`src/rtl/pc_pkg.sv`:
```
// Shared types and default parameters for the fetch-stage PC generator.
package pc_pkg;

  localparam int          DEF_WIDTH     = 16;
  localparam int          DEF_INCR      = 2;
  localparam logic [15:0] DEF_RESET_VEC = 16'h0000;
  localparam logic [15:0] DEF_EXC_VEC   = 16'h0002;
  localparam int          DEF_RAS_DEPTH = 4;

  // Next-PC source, listed in decreasing priority
  typedef enum logic [2:0] {
    SEL_RST,
    SEL_EXC,
    SEL_HOLD,
    SEL_RET,
    SEL_CALL,
    SEL_CALLRET,
    SEL_REDIR,
    SEL_SEQ
  } pc_sel_t;

endpackage

```
`src/rtl/pc_gen_if.sv`:
```
// Control/status bundle between the fetch controller and the PC generator.
interface pc_gen_if #(
  parameter int WIDTH = 16
);
  logic             hold;
  logic             redirect;
  logic [WIDTH-1:0] target;
  logic             call;
  logic             ret;
  logic             exc;
  logic [WIDTH-1:0] pc_out;
  logic [WIDTH-1:0] epc;
  logic             ras_empty;
  logic             ras_full;
  logic             ras_ovf;
  logic             ras_unf;

  modport master (
    output hold, redirect, target, call, ret, exc,
    input  pc_out, epc, ras_empty, ras_full, ras_ovf, ras_unf
  );

  modport slave (
    input  hold, redirect, target, call, ret, exc,
    output pc_out, epc, ras_empty, ras_full, ras_ovf, ras_unf
  );
endinterface

```
`src/rtl/pc_gen_ras_stack.sv`:
```
// Circular return-address stack. A full push overwrites the oldest entry;
// push+pop together replaces the top entry (or pushes when empty).
module ras_stack #(
  parameter int WIDTH = 16,
  parameter int DEPTH = 4
) (
  input  logic             clk,
  input  logic             rst,
  input  logic             push,
  input  logic             pop,
  input  logic [WIDTH-1:0] din,
  output logic [WIDTH-1:0] top,
  output logic             empty,
  output logic             full,
  output logic             ovf,
  output logic             unf
);
  localparam int          PW       = $clog2(DEPTH);
  localparam logic [PW:0] FULL_CNT = (PW+1)'(DEPTH);

  logic [WIDTH-1:0] r_mem [DEPTH];
  logic [PW-1:0]    r_ptr;
  logic [PW:0]      r_cnt;
  logic             r_ovf;
  logic             r_unf;
  logic [PW-1:0]    w_ptr_inc;

  assign w_ptr_inc = r_ptr + 1'b1;
  assign top       = r_mem[r_ptr];
  assign empty     = (r_cnt == '0);
  assign full      = (r_cnt == FULL_CNT);
  assign ovf       = r_ovf;
  assign unf       = r_unf;

  // Pointer/count/flag update and entry writes; storage itself needs no reset
  always_ff @(posedge clk) begin
    if (rst) begin
      r_ptr <= '0;
      r_cnt <= '0;
      r_ovf <= 1'b0;
      r_unf <= 1'b0;
    end else if (push && pop && !empty) begin
      r_mem[r_ptr] <= din;
    end else if (push) begin
      r_ptr            <= w_ptr_inc;
      r_mem[w_ptr_inc] <= din;
      if (full) r_ovf <= 1'b1;
      else      r_cnt <= r_cnt + 1'b1;
    end else if (pop) begin
      if (empty) begin
        r_unf <= 1'b1;
      end else begin
        r_ptr <= r_ptr - 1'b1;
        r_cnt <= r_cnt - 1'b1;
      end
    end
  end
endmodule

```
`src/rtl/pc_gen.sv`:
```
// Fetch-stage program counter: priority next-PC select, PC/EPC registers, RAS.
module pc_gen
  import pc_pkg::*;
#(
  parameter int               WIDTH     = DEF_WIDTH,
  parameter int               INCR      = DEF_INCR,
  parameter logic [WIDTH-1:0] RESET_VEC = WIDTH'(DEF_RESET_VEC),
  parameter logic [WIDTH-1:0] EXC_VEC   = WIDTH'(DEF_EXC_VEC),
  parameter int               RAS_DEPTH = DEF_RAS_DEPTH
) (
  input logic     clk,
  input logic     rst,
  pc_gen_if.slave bus
);
  localparam logic [WIDTH-1:0] INCR_W = WIDTH'(INCR);

  logic [WIDTH-1:0] r_pc;
  logic [WIDTH-1:0] r_epc;
  logic [WIDTH-1:0] w_seq;
  logic [WIDTH-1:0] w_top;
  logic             w_empty;
  logic             w_push;
  logic             w_pop;
  pc_sel_t          w_sel;

  // Wraps modulo 2^WIDTH by construction
  assign w_seq = r_pc + INCR_W;

  // Priority decode; call without redirect degrades to a sequential step
  always_comb begin
    w_sel = SEL_SEQ;
    if (rst)                                          w_sel = SEL_RST;
    else if (bus.exc)                                 w_sel = SEL_EXC;
    else if (bus.hold)                                w_sel = SEL_HOLD;
    else if (bus.ret && !bus.call)                    w_sel = SEL_RET;
    else if (bus.call && bus.redirect && !bus.ret)    w_sel = SEL_CALL;
    else if (bus.call && bus.redirect && bus.ret)     w_sel = SEL_CALLRET;
    else if (bus.redirect)                            w_sel = SEL_REDIR;
  end

  assign w_push = (w_sel == SEL_CALL) || (w_sel == SEL_CALLRET);
  assign w_pop  = (w_sel == SEL_RET)  || (w_sel == SEL_CALLRET);

  ras_stack #(.WIDTH(WIDTH), .DEPTH(RAS_DEPTH)) u_ras (
    .clk   (clk),
    .rst   (rst),
    .push  (w_push),
    .pop   (w_pop),
    .din   (w_seq),
    .top   (w_top),
    .empty (w_empty),
    .full  (bus.ras_full),
    .ovf   (bus.ras_ovf),
    .unf   (bus.ras_unf)
  );

  // PC and exception-PC registers
  always_ff @(posedge clk) begin
    case (w_sel)
      SEL_RST: begin
        r_pc  <= RESET_VEC;
        r_epc <= '0;
      end
      SEL_EXC: begin
        r_pc  <= EXC_VEC;
        r_epc <= r_pc;
      end
      SEL_HOLD:    r_pc <= r_pc;
      SEL_RET:     r_pc <= w_empty ? w_seq : w_top;
      SEL_CALL,
      SEL_CALLRET,
      SEL_REDIR:   r_pc <= bus.target;
      default:     r_pc <= w_seq;
    endcase
  end

  assign bus.pc_out    = r_pc;
  assign bus.epc       = r_epc;
  assign bus.ras_empty = w_empty;
endmodule
```
`src/flat_wrapper.sv`:
```
// flat-port wrapper written by rule: the top's interface ports become plain ports
module pc_gen_flat import pc_pkg::*;
#(
  parameter int               WIDTH     = DEF_WIDTH,
  parameter int               INCR      = DEF_INCR,
  parameter logic [WIDTH-1:0] RESET_VEC = WIDTH'(DEF_RESET_VEC),
  parameter logic [WIDTH-1:0] EXC_VEC   = WIDTH'(DEF_EXC_VEC),
  parameter int               RAS_DEPTH = DEF_RAS_DEPTH
)
  (clk, rst, bus_hold, bus_redirect, bus_target, bus_call, bus_ret, bus_exc, bus_pc_out, bus_epc, bus_ras_empty, bus_ras_full, bus_ras_ovf, bus_ras_unf);
  pc_gen_if #(.WIDTH(WIDTH)) bus_i ();
  input logic clk;
  input logic rst;
  input wire logic [$bits(bus_i.hold)-1:0] bus_hold;
  input wire logic [$bits(bus_i.redirect)-1:0] bus_redirect;
  input wire logic [$bits(bus_i.target)-1:0] bus_target;
  input wire logic [$bits(bus_i.call)-1:0] bus_call;
  input wire logic [$bits(bus_i.ret)-1:0] bus_ret;
  input wire logic [$bits(bus_i.exc)-1:0] bus_exc;
  output wire logic [$bits(bus_i.pc_out)-1:0] bus_pc_out;
  output wire logic [$bits(bus_i.epc)-1:0] bus_epc;
  output wire logic [$bits(bus_i.ras_empty)-1:0] bus_ras_empty;
  output wire logic [$bits(bus_i.ras_full)-1:0] bus_ras_full;
  output wire logic [$bits(bus_i.ras_ovf)-1:0] bus_ras_ovf;
  output wire logic [$bits(bus_i.ras_unf)-1:0] bus_ras_unf;
  assign bus_i.hold = bus_hold;
  assign bus_i.redirect = bus_redirect;
  assign bus_i.target = bus_target;
  assign bus_i.call = bus_call;
  assign bus_i.ret = bus_ret;
  assign bus_i.exc = bus_exc;
  assign bus_pc_out = bus_i.pc_out;
  assign bus_epc = bus_i.epc;
  assign bus_ras_empty = bus_i.ras_empty;
  assign bus_ras_full = bus_i.ras_full;
  assign bus_ras_ovf = bus_i.ras_ovf;
  assign bus_ras_unf = bus_i.ras_unf;
  pc_gen #(.WIDTH(WIDTH), .INCR(INCR), .RESET_VEC(RESET_VEC), .EXC_VEC(EXC_VEC), .RAS_DEPTH(RAS_DEPTH)) u_core (.clk(clk), .rst(rst), .bus(bus_i));
endmodule
```
`config.mk`:
```
export PLATFORM = sky130hd
export DESIGN_NAME = pc_gen_flat
export DESIGN_NICKNAME = d
export VERILOG_FILES = /design/src/rtl/pc_pkg.sv /design/src/rtl/pc_gen_if.sv /design/src/rtl/pc_gen_ras_stack.sv /design/src/rtl/pc_gen.sv /design/src/flat_wrapper.sv
export SDC_FILE = /design/constraint.sdc
export NUM_CORES = 1
export LEC_CHECK = 0
export CORE_MARGIN = 10
export CORE_UTILIZATION = 55
export CTS_CLUSTER_SIZE = 12
export DETAILED_ROUTE_END_ITERATION = 8
export PLACE_DENSITY = 0.79
export SETUP_SLACK_MARGIN = 0.05
export SLEW_MARGIN = 20
export SYNTH_ARGS = -nofsm -noshare
export SYNTH_HDL_FRONTEND = slang
export SYNTH_SLANG_ARGS = --single-unit
```
`constraint.sdc`:
```
create_clock -name clk -period 4.8 [get_ports clk]
set_input_delay 0.96 -clock clk [delete_from_list [all_inputs] [get_ports clk]]
set_output_delay 0.96 -clock clk [all_outputs]
set_load 0.02 [all_outputs]
```
==> run summary, run 1 <==
The slowest stage of the critical path is the clkdlybuf4s50_1 cell. The logs give 4560 um2 for the combined area of all synthesized cells and 24.1% for the remaining max-slew budget at the tightest pin. By area the synthesized netlist is led by edfxtp_1 (63%), mux4_2 (7.9%), dfxtp_1 (4.0%), and2_1 (2.6%), a22oi_1 (2.3%). edfxtp_1 takes more of the synthesized area than any other cell.

By count the netlist is led by edfxtp_1 (96), and2_1 (19), inv_1 (18). The longest clock path from root to sink contains 2 buffers. Cell with the most instances after synthesis: edfxtp_1. The cell chosen for the clock root was clkbuf_8. The congestion estimate from routability-driven global placement came to 0.863.

The total iterations of the first detailed-routing run was 5; the areal power density over the cells was 317 nW/um2. The tools report the startpoint class of the critical path as a primary input. Prior to clock tree synthesis, the placed netlist has a worst setup slack of 1.40 ns. The worst-case IR drop observed on VDD is 0.288 mV.

The tools report the post-detailed-route DRC marker count as 0. In the synthesized netlist the async set-or-reset flop fraction comes to 0%. The run gives 2,873 as the number of global-route vias before repair. In this run the worst path has a maximum fanout of 17. The highest attainable clock frequency is 0.330 GHz, and the leakage power figure is 1.90 nW. The run gives 10,000 um as the wire length after detailed routing. Walking the worst path, the cells encountered are clkdlybuf4s50_1, nor2_4, inv_2, nor4_4, buf_4, a221oi_1, o21ai_1. The run gives 3.26 ns as the data arrival time of the critical path. The number of DRC markers after the initial detailed-route iteration was 178.

The deepest level of the CTS H-tree is 3. The tools report the number of cells upsized or downsized after cts as 0. Sequential elements use 67.2% of the synthesized area. The via count normalized by instance count was 5.86; the number of hold buffers added after CTS was 0.

For the total count of hold-check failures in the final report, the log shows 0. For the net count of the finished layout, the log shows 382. The count of nets left with antenna violations after detail routing was 0. The run gives 318 as the number of nets in the synthesized netlist.

After routing, the total negative slack on setup checks comes to 0 ns. The logs give 105 for the clock sink count and 0.37 ns for the clock insertion delay at the later pin of the skew report. The Yosys step of the flow raised 0 warnings. The transition time at the pin with the least slew margin works out to 1.14 ns.

The tools report the count of boundary I/O pins as 59. The run finished with clean final reports. For the worst setup path, the data required time is 5.03 ns.

The worst min-delay path class is register to register. The count of inserted antenna diode cells is 0, and the worst slack on hold paths is 0.477 ns. The wire-length estimate of the detail-placed layout is 7130 um.

The pin count of the biggest net entering global routing is 18. Fraction of final layout cells with drive strength greater than 1: 15.2%. For this run, the leading register cell type out of synthesis is edfxtp_1. The routed wire length per instance was 21.5 um. After clock tree synthesis, the clock-pin slew on the worst setup and hold paths is 0.10 ns.

After synthesis, the largest area contributor takes up 63.3% of total cell area. The gate count after technology mapping is 293. The tools report the overflow left after global routing as 0. The layout overhead on the synthesized area is 20.1%, and the first-pass GRT wire length is 16,000 um. The final worst-path setup slack came out at 1.77 ns.

Summing over every cut layer, the via total after detailed routing is 2,738. The initial utilization of the core area, before any placement, comes to 56.0%. Setup violations remaining at the end of the flow were counted as 0. The clock arrives with 0.0119 ns of skew.

In the finished design, the share of the clock period the worst path needs comes to 63.1%. During placement, the flow inserted port buffers numbering 58. Setup repair after global routing left no endpoint under its margin. Type of the worst setup path: primary input to register. After layout, the minimum clock period comes to 3.03 ns. The run gives 0 as the max-cap violation count.

The area enclosed by the die boundary was 12,300 um2. The width of the chip came out at 111 um. The count of flip-flops with a built-in enable after synthesis was 96; the number of post-CTS setup repair buffers was 0.

The floorplan step defined a core boundary enclosing 8130 um2. STA classifies the critical path endpoint as a register. The initial antenna violation count is 0, and the mean cell area of the mapped netlist is 15.6 um2.

The logs give 33 for the row count and 50 for the distinct cell type count of the synthesized netlist. The final number of max-transition violations is 0. The total global routing track utilization is 16.3%.

The die outline height was 111 um. TritonCTS built the clock tree. On the worst path, the slowest cell contributes a delay of 0.66 ns. In this run, synthesis produced a sequential element count of 105. Counting the buffers created by CTS gives 9.
## where the power goes
part           internal (W)  switching (W)  total (W)
sequential          0.00103      0.0000263    0.00105
combinational     0.0000795      0.0000957   0.000175
clock              0.000204       0.000301   0.000505
## worst paths after layout
check | start | cells after the start | slack [ns] | end
min | u_core.u_ras.ovf | 2 | 0.48 | u_core.u_ras.ovf
max reg2reg | u_core.u_ras.r_cnt[0] | 6 | 2.59 | u_core.u_ras.r_mem[0][10]
min reg2reg | u_core.u_ras.ovf | 2 | 0.48 | u_core.u_ras.ovf
max | rst | 7 | 1.77 | u_core.bus.pc_out[1]
## cell usage in the layout, fill, tap and decap left out, types with 2 or more instances in the layout
master,n
clkbuf_8,10
nand4_1,6
edfxtp_1,96
o21ai_1,10
mux4_2,16
nand3_1,6
a31oi_1,3
inv_1,18
o211ai_1,3
clkinvlp_4,2
nand2_1,8
clkinv_2,2
dfxtp_1,9
a22oi_1,14
nand2b_1,6
a21oi_1,2
o21ai_0,3
xor2_1,8
inv_2,2
nor2_1,6
and4_1,4
buf_4,10
xnor2_1,5
mux2i_1,6
and2_1,19
nor4_2,2
nor2b_1,3
clkdlybuf4s50_1,58
## flip-flops by register name, indices dropped and copies added (netlist names), named ones only
| name | cells |
|---|---|
| u_core.bus.pc_out | 16 |
| u_core.u_ras.r_ptr | 2 |
| u_core.u_ras.ovf | 1 |
| u_core.bus.epc | 16 |
| u_core.u_ras.r_mem | 64 |
| u_core.u_ras.r_cnt | 3 |
| u_core.u_ras.unf | 1 |
## through the flow
| stage | cell area (um2) | power [W] | std cells | util (%) |
|---|---|---|---|---|
| CTS | 5470 | 0.00174 | 467 | 67.3 |
| detailed placement | 5290 | 0.00125 | 451 | 65.1 |
| finish | 5470 | 0.00173 | 467 | 67.3 |
| floorplan | 4560 | 0.00116 | 293 | - |
| global route | 5470 | 0.00179 | 467 | 67.3 |
| global placement | 5290 | 0.00124 | 451 | 65.1 |
## kinds of logic after synthesis
logic type,share of synthesized area [%]
adder cells (fa/ha/maj),0.714
buffers and inverters,3.38
XOR/XNOR,2.50
AND/OR/NAND/NOR,9.53
multiplexers,9.53
flip-flops,67.2
AO/OA/AOI/OAI,7.14
## routing by layer
| metal | up-vias | wire length, um | track usage (%) |
|---|---|---|---|
| li1 | 1256 | - | - |
| met1 | 1386 | 4310 | 20.7 |
| met2 | 86 | 4980 | 26.9 |
| met3 | 10 | 638 | 4.27 |
| met4 | 0 | 122 | 4.88 |
| met5 | - | 0 | 0 |
## area by class of cell
| cell class | count | area, um2 |
|---|---|---|
| Sequential cell | 105 | 3060 |
| Fill cell | 597 | 2660 |
| Multi-Input combinational cell | 152 | 1360 |
| Timing Repair Buffer | 68 | 656 |
| Clock buffer | 10 | 138 |
| Tap cell | 105 | 131 |
| Inverter | 21 | 81.3 |
| Clock inverter | 6 | 42.5 |
## critical path: cells and delay by family
kind	cells	cell delay, ns
buf+inv	3	1.19
simple gates	2	0.85
compound gates	2	0.24
(Power assumes the default switching activity.)
==> run 2, diff against run 1 <==
- clock period: 4.8 -> 2.8 ns (I/O delays scaled with it)
==> run summary, run 2 (same netlist as run 1, synthesis figures left out) <==
The flow ran to the end, and the final reports show no timing, DRC or antenna violations. The routed layout has 2,815 vias. In the routed design, unresolved DRC markers number 0.

For this run, the total global-route usage over all layers was measured as 16.7%. Routed wire length per instance: 21.5 um. At the worst endpoint, the required time is 2.24 ns. The cell chosen for the clock root was clkbuf_8. The count of nets left with antenna violations once routing finished came out at 0. The cell depth of the worst flop-to-flop path was 5; the total count of hold-check failures in the final report was 0. Counting along the longest clock path gives a buffer depth of 2. For this run the aggregate overflow at the end of global routing stands at 0. The number of hold buffers added after CTS is 0, and the pin count of the biggest net entering global routing is 21. Die outline height: 111 um. Before antenna repair, the detailed router went through 4 iterations. In this run the tool buffered the top-level ports with 58 buffer cells.

On the worst path, the slowest cell contributes a delay of 0.70 ns. For the setup-violating endpoint count in the final report, the log shows 0. The tools report the row count as 33.

After legalization and detailed placement, the total HPWL measured 6960 um. From synthesis to final layout, the design area changed by 22.1%. The design draws 0.00301 W. The tool flagged a number of max-cap violations equal to 0.

The worst setup path is of the register to output port kind. Counting flops per register, the top entry is u_core.u_ras.r_mem. After routing the design area is 5570 um2. In this run, the number of DRC markers left after iteration 0 of detailed routing was 192. The number of instances on the worst hold path works out to 2. Dividing the detail-routed via count by the number of cells gives 5.89.

For flop-to-flop paths, the worst setup slack is 0.73 ns. The tools report the area enclosed by the die boundary as 12,300 um2. The initial antenna violation count was 0; the global placer's final weighted congestion was 0.814.

For the pin with the worst max-slew slack, the measured transition is 0.867 ns. The clock sink count was 105; the worst setup skew after layout was 0.0230 ns. The logs give 59 for the count of boundary I/O pins and 393 for the net count of the finished layout.

The endpoint of the worst hold path was u_core.u_ras.ovf. The areal power density over the cells came out at 540 nW/um2. The worst ir drop on vdd came out at 0.306 mV.

Measured against its own limit, the worst slew margin works out to 42.1%. The library cell used most frequently in the layout, excluding fill and tap cells, is edfxtp_1. The worst setup path is captured at an output port.

The logs give 0 for the final number of max-transition violations and 5380 um2 for the cell area after placement. Beginning of the worst hold path: u_core.u_ras.ovf. The number of setup buffers added after CTS is 0. The worst setup path is launched from a register. The slowest stage of the critical path belongs to the cell clkdlybuf4s50_1. Setup repair after global routing left no endpoint under its margin. In this run the horizontal extent of the chip is 111 um. In the finished design, the share of the clock period the worst path needs comes to 87.4%. Data arrives at the worst endpoint at 1.89 ns.

The tools report the number of cells upsized or downsized after cts as 0. The signal on the critical path passes through nor3b_1, clkdlybuf4s50_1. The starting density of the core is 56.0%.

The number of global-route vias before repair is 2,952. The highest attainable clock frequency came out at 0.409 GHz. The tools report the first-pass GRT wire length as 16,300 um. The clock edge transition at the registers on the reported setup and hold paths was 0.11 ns; the clock insertion delay at the later pin of the skew report was 0.36 ns.

The register with the most flip-flops in the layout has 64 of them. The final critical delay including setup and external delays works out to 2.45 ns. The top cell types in the final layout, fill and taps aside, are edfxtp_1 (96), clkdlybuf4s50_1 (58), buf_4 (21).

Reg-to-reg critical path startpoint: u_core.bus.pc_out[1]. Of all nets on the critical path, the largest fanout is 4. Counting the fill cells in the layout gives 565. For this design the static power due to leakage is 1.96 nW.

The worst register-to-register path ends at u_core.bus.pc_out[5]. The H-tree was split into 3 levels. The run gives 0 as the count of inserted antenna diode cells. TritonCTS built the clock tree. The wire length after detailed routing was 10,300 um; the fraction of final layout cells with drive strength greater than 1 was 18.0%. Buffers inserted during clock tree synthesis total 9. The core region is 8130 um2. Worst min-delay path class: register to register.
run 2: where the power goes:
group          internal, W  switching [W]
clock network     0.000359       0.000529
logic             0.000146       0.000169
registers          0.00176      0.0000433
run 2: area by class of cell:
cell class	count	area (um2)	share of cell area, %
sequential	105	3060	55.0
clock inverter	6	48.8	0.877
multi-input combinational	152	1370	24.5
tap	105	131	2.36
inverter	21	81.3	1.46
timing repair buffer	79	738	13.3
clock buffer	10	138	2.47
run 2: critical path, delay by kind of cell (launching register included):
family                 cells  cell delay (ns)
and+or+nand+nor            1             0.44
DFF                        1             0.38
buffers and inverters      1             0.70
run 2: how the worst max path moves through the flow:
| stage | start | cells past startpoint | slack [ns] | end |
|---|---|---|---|---|
| 4_1_cts | bus_ret | 5 | 0.30 | u_core.bus.pc_out[7] |
| 2_1_floorplan | bus_hold | 4 | -0.55 | u_core.u_ras.r_mem[3][0] |
| 6_report | u_core.u_ras.r_cnt[2] | 2 | 0.35 | bus_ras_full |
| 3_5_place_dp | bus_ret | 5 | -0.04 | u_core.bus.pc_out[7] |
| 5_1_grt | bus_exc | 8 | 0.27 | u_core.u_ras.r_cnt[2] |
| 3_3_place_gp | bus_ret | 5 | 0.04 | u_core.bus.pc_out[7] |
run 2: per-layer routing:
metal	up-vias	GRT usage, %	part of all wire (%)
met2	121	28.5	50
met1	1403	20.4	40
met5	-	0	0
met3	8	4.76	8.2
met4	0	3.94	1.0
li1	1283	-	-
run 2: stage by stage:
stage	setup TNS [ns]	util [%]	instances	worst slack (ns)	hold slack, ns
final	0	68.4	478	0.352	0.488
after global routing	0	68.4	478	0.266	0.521
after floorplan	-17.63	-	293	-0.551	0.445
after global placement	0	66.1	462	0.0355	0.458
after detailed placement	-0.0439	66.1	462	-0.0424	0.459
after CTS	0	68.4	478	0.301	0.486
==> run 3, diff against run 2 <==
- CORE_UTILIZATION: 55 -> 39
- CTS_CLUSTER_DIAMETER: not set -> 80
- PLACE_DENSITY: 0.79 -> not set
==> run summary, run 3 (same netlist as run 1, synthesis figures left out) <==
The flow ran to the end, and the final reports show no timing, DRC or antenna violations. The first global-routing pass estimated 15,700 um of wire. The library cell used most frequently in the layout, excluding fill and tap cells, is edfxtp_1. After layout, the design draws a total of 0.00328 W.

The peak per-stage delay on the critical path is 0.61 ns, and the pin count of the biggest net entering global routing is 19. After detailed routing, the met2 layer carries 4910 um of wire. After layout, the minimum clock period comes to 2.41 ns. For the share of total power in the clock network, the log shows 35.8%. The worst path uses 86.1% of the clock period. Before antenna repair, the detailed router went through 4 iterations. After routing the design area is 5660 um2. Cell chosen for the clock root: clkbuf_16. The run gives 59 as the count of boundary I/O pins.

The global placer's final weighted congestion was 0.814. Setup repair after global routing left no endpoint under its margin. The internal power summed over all cells is 0.00251 W.

For the CTS buffer count, the log shows 9. Cells with a size suffix above 1 make up 15.9% of the layout. The worst register-to-register path has a depth of 6.

Max-cap violations in this run came to 0. In this run, post-CTS repair resized a total of 0 instances. The register with the most flip-flops is u_core.u_ras.r_mem. After detailed routing, the average wire length per cell comes to 19.7 um.

In this run the core area contains 39 standard-cell rows. Number of buffers on the longest clock path: 2. The worst setup path is launched from a register. The number of placed instances, taps included, is 492. The net count of the finished layout was 385. The type of the worst setup path was register to output port. In the detailed route, the total length drawn on met3 is 488 um. For this design the ratio of total power to cell area is 580 nW/um2.

The tools report the number of global-route vias before repair as 2,700. For the estimated wirelength of the detail-placed design, the log shows 7240 um. 0 antenna diodes ended up in the layout.

Between clock sinks in the finished design, the worst skew comes to 0.00591 ns. Count of buffers inserted at the top-level ports: 58. The final number of max-transition violations was 0.

The total area inside the core boundary comes to 11,400 um2. The library cells used most frequently in the layout, excluding fill and tap cells, are edfxtp_1 (96), clkdlybuf4s50_1 (58), and2_1 (19). Routed signal wires occupy layers up through met4. Of the total power, the share spent switching nets is 23.5%. The worst slack at placement is 0.114 ns, and the number of instances on the worst hold path is 1.

The tools report the number of DRC markers after the initial detailed-route iteration as 284. The peak fanout along the critical path came out at 6. TritonCTS built the clock tree. The routed layout has 2,673 vias.

The initial antenna violation count is 0, and the wire length after detailed routing is 10,000 um. Summed over all layers, the global routing overflow is 0. Per report_power, the sequential group accounts for 54.8% of the total. The run gives 9.4% as the relative contribution of combinational cells to total power. The count of nets left with antenna violations after detail routing came out at 0. The clock sink count came out at 105. Grouping stages by cell kind, the critical path spends the most delay in buffers and inverters.

The layout overhead on the synthesized area was 24.1%. STA puts the critical path data arrival time at 1.85 ns. In the global route stage, overall resource usage came out at 12.4%. After detailed routing, the number of vias per cell comes to 5.26. The number of hold buffers added after CTS is 0. The run gives 2.24 ns as the required time at the endpoint of the critical path. After clock tree synthesis, the setup repair step added 0 buffers.

After layout, the worst setup slack is 0.390 ns. The logs give 508 for the non-filler instance count after layout and 0 for the post-detailed-route DRC marker count. The clock edge transition at the registers on the reported setup and hold paths was 0.07 ns; the starting density of the core was 39.9%. The flip-flop count of the largest register, all copies and words added was 64.

In this run the number of cells on the critical path is 3. The die outline height is 128 um, and the fraction of the core area covered by cells at the end of the flow is 49.5%. For this design the static power due to leakage is 1.96 nW. Remaining max-slew budget at the tightest pin: 39.3%.

The worst-case IR drop observed on VDD is 0.337 mV. The signal on the critical path passes through or3_4, inv_4, clkdlybuf4s50_1. The sum of buffers and inverters on the critical path was 2; the routed length on met1 was 4420 um. Type of destination of the critical path: an output port.

The H-tree was split into 3 levels. The later pin in the worst-skew pair is clocked with a latency of 0.34 ns. The area enclosed by the die boundary is 16,400 um2, and the transition time at the pin with the least slew margin is 0.905 ns.

The die is 128 um wide. The highest-delay cell along the critical path was clkdlybuf4s50_1. The total count of hold-check failures in the final report was 0. The analysis attributes to net switching a power of 0.000770 W. After detailed placement, the total cell area comes to 5380 um2. Timing would allow up to 0.415 GHz. Worst min-delay path class: register to register. Setup violations remaining at the end of the flow were counted as 0.
-- run 3: cell count changes in the layout (fill, tap and decap cells not counted) --
cell        delta
o21ai_1        +1
clkbuf_8      -10
buf_12         +1
o21ai_2        -1
inv_6          -1
clkinvlp_4     +2
clkbuf_16      +9
buf_4          -9
-- run 3: power groups by stage --
stage / combinational (W) / clock (W) / sequential (W)
global placement: 0.000309 / 0 / 0.00183
finish: 0.000310 / 0.00117 / 0.00180
CTS: 0.000313 / 0.00121 / 0.00180
global route: 0.000333 / 0.00127 / 0.00180
detailed placement: 0.000312 / 0 / 0.00184
floorplan: 0.000124 / 0 / 0.00186
-- run 3: cell type report --
cell class              instances  area (um2)
clock buffers                   9         225
clock inverters                 7        55.1
fillers                       992        5760
inverters                      21        81.3
multi-input cells             152        1360
flip-flops and latches        105        3060
well taps                     143         179
repair buffers                 71         691
-- run 3: worst paths after layout --
path                          from                   endpoint  slack [ns]
min reg2reg  u_core.u_ras.r_cnt[2]      u_core.u_ras.r_cnt[2]        0.49
max reg2reg  u_core.u_ras.r_cnt[1]  u_core.u_ras.r_mem[3][15]        0.82
min          u_core.u_ras.r_cnt[2]      u_core.u_ras.r_cnt[2]        0.49
max          u_core.u_ras.r_cnt[1]              bus_ras_empty        0.39
-- run 3: per-layer routing --
layer  vias to the layer above  global-route usage, %
met5                         -                      0
met4                         0                   5.70
met3                        12                   2.32
met2                        67                   20.2
met1                      1328                   15.7
li1                       1266                      -
-- run 3: metrics by stage --
stage | TNS [ns] | hold WS (ns)
CTS | 0 | 0.496
floorplan | -17.63 | 0.445
global route | 0 | 0.521
finish | 0 | 0.495
global placement | 0 | 0.459
detailed placement | 0 | 0.485
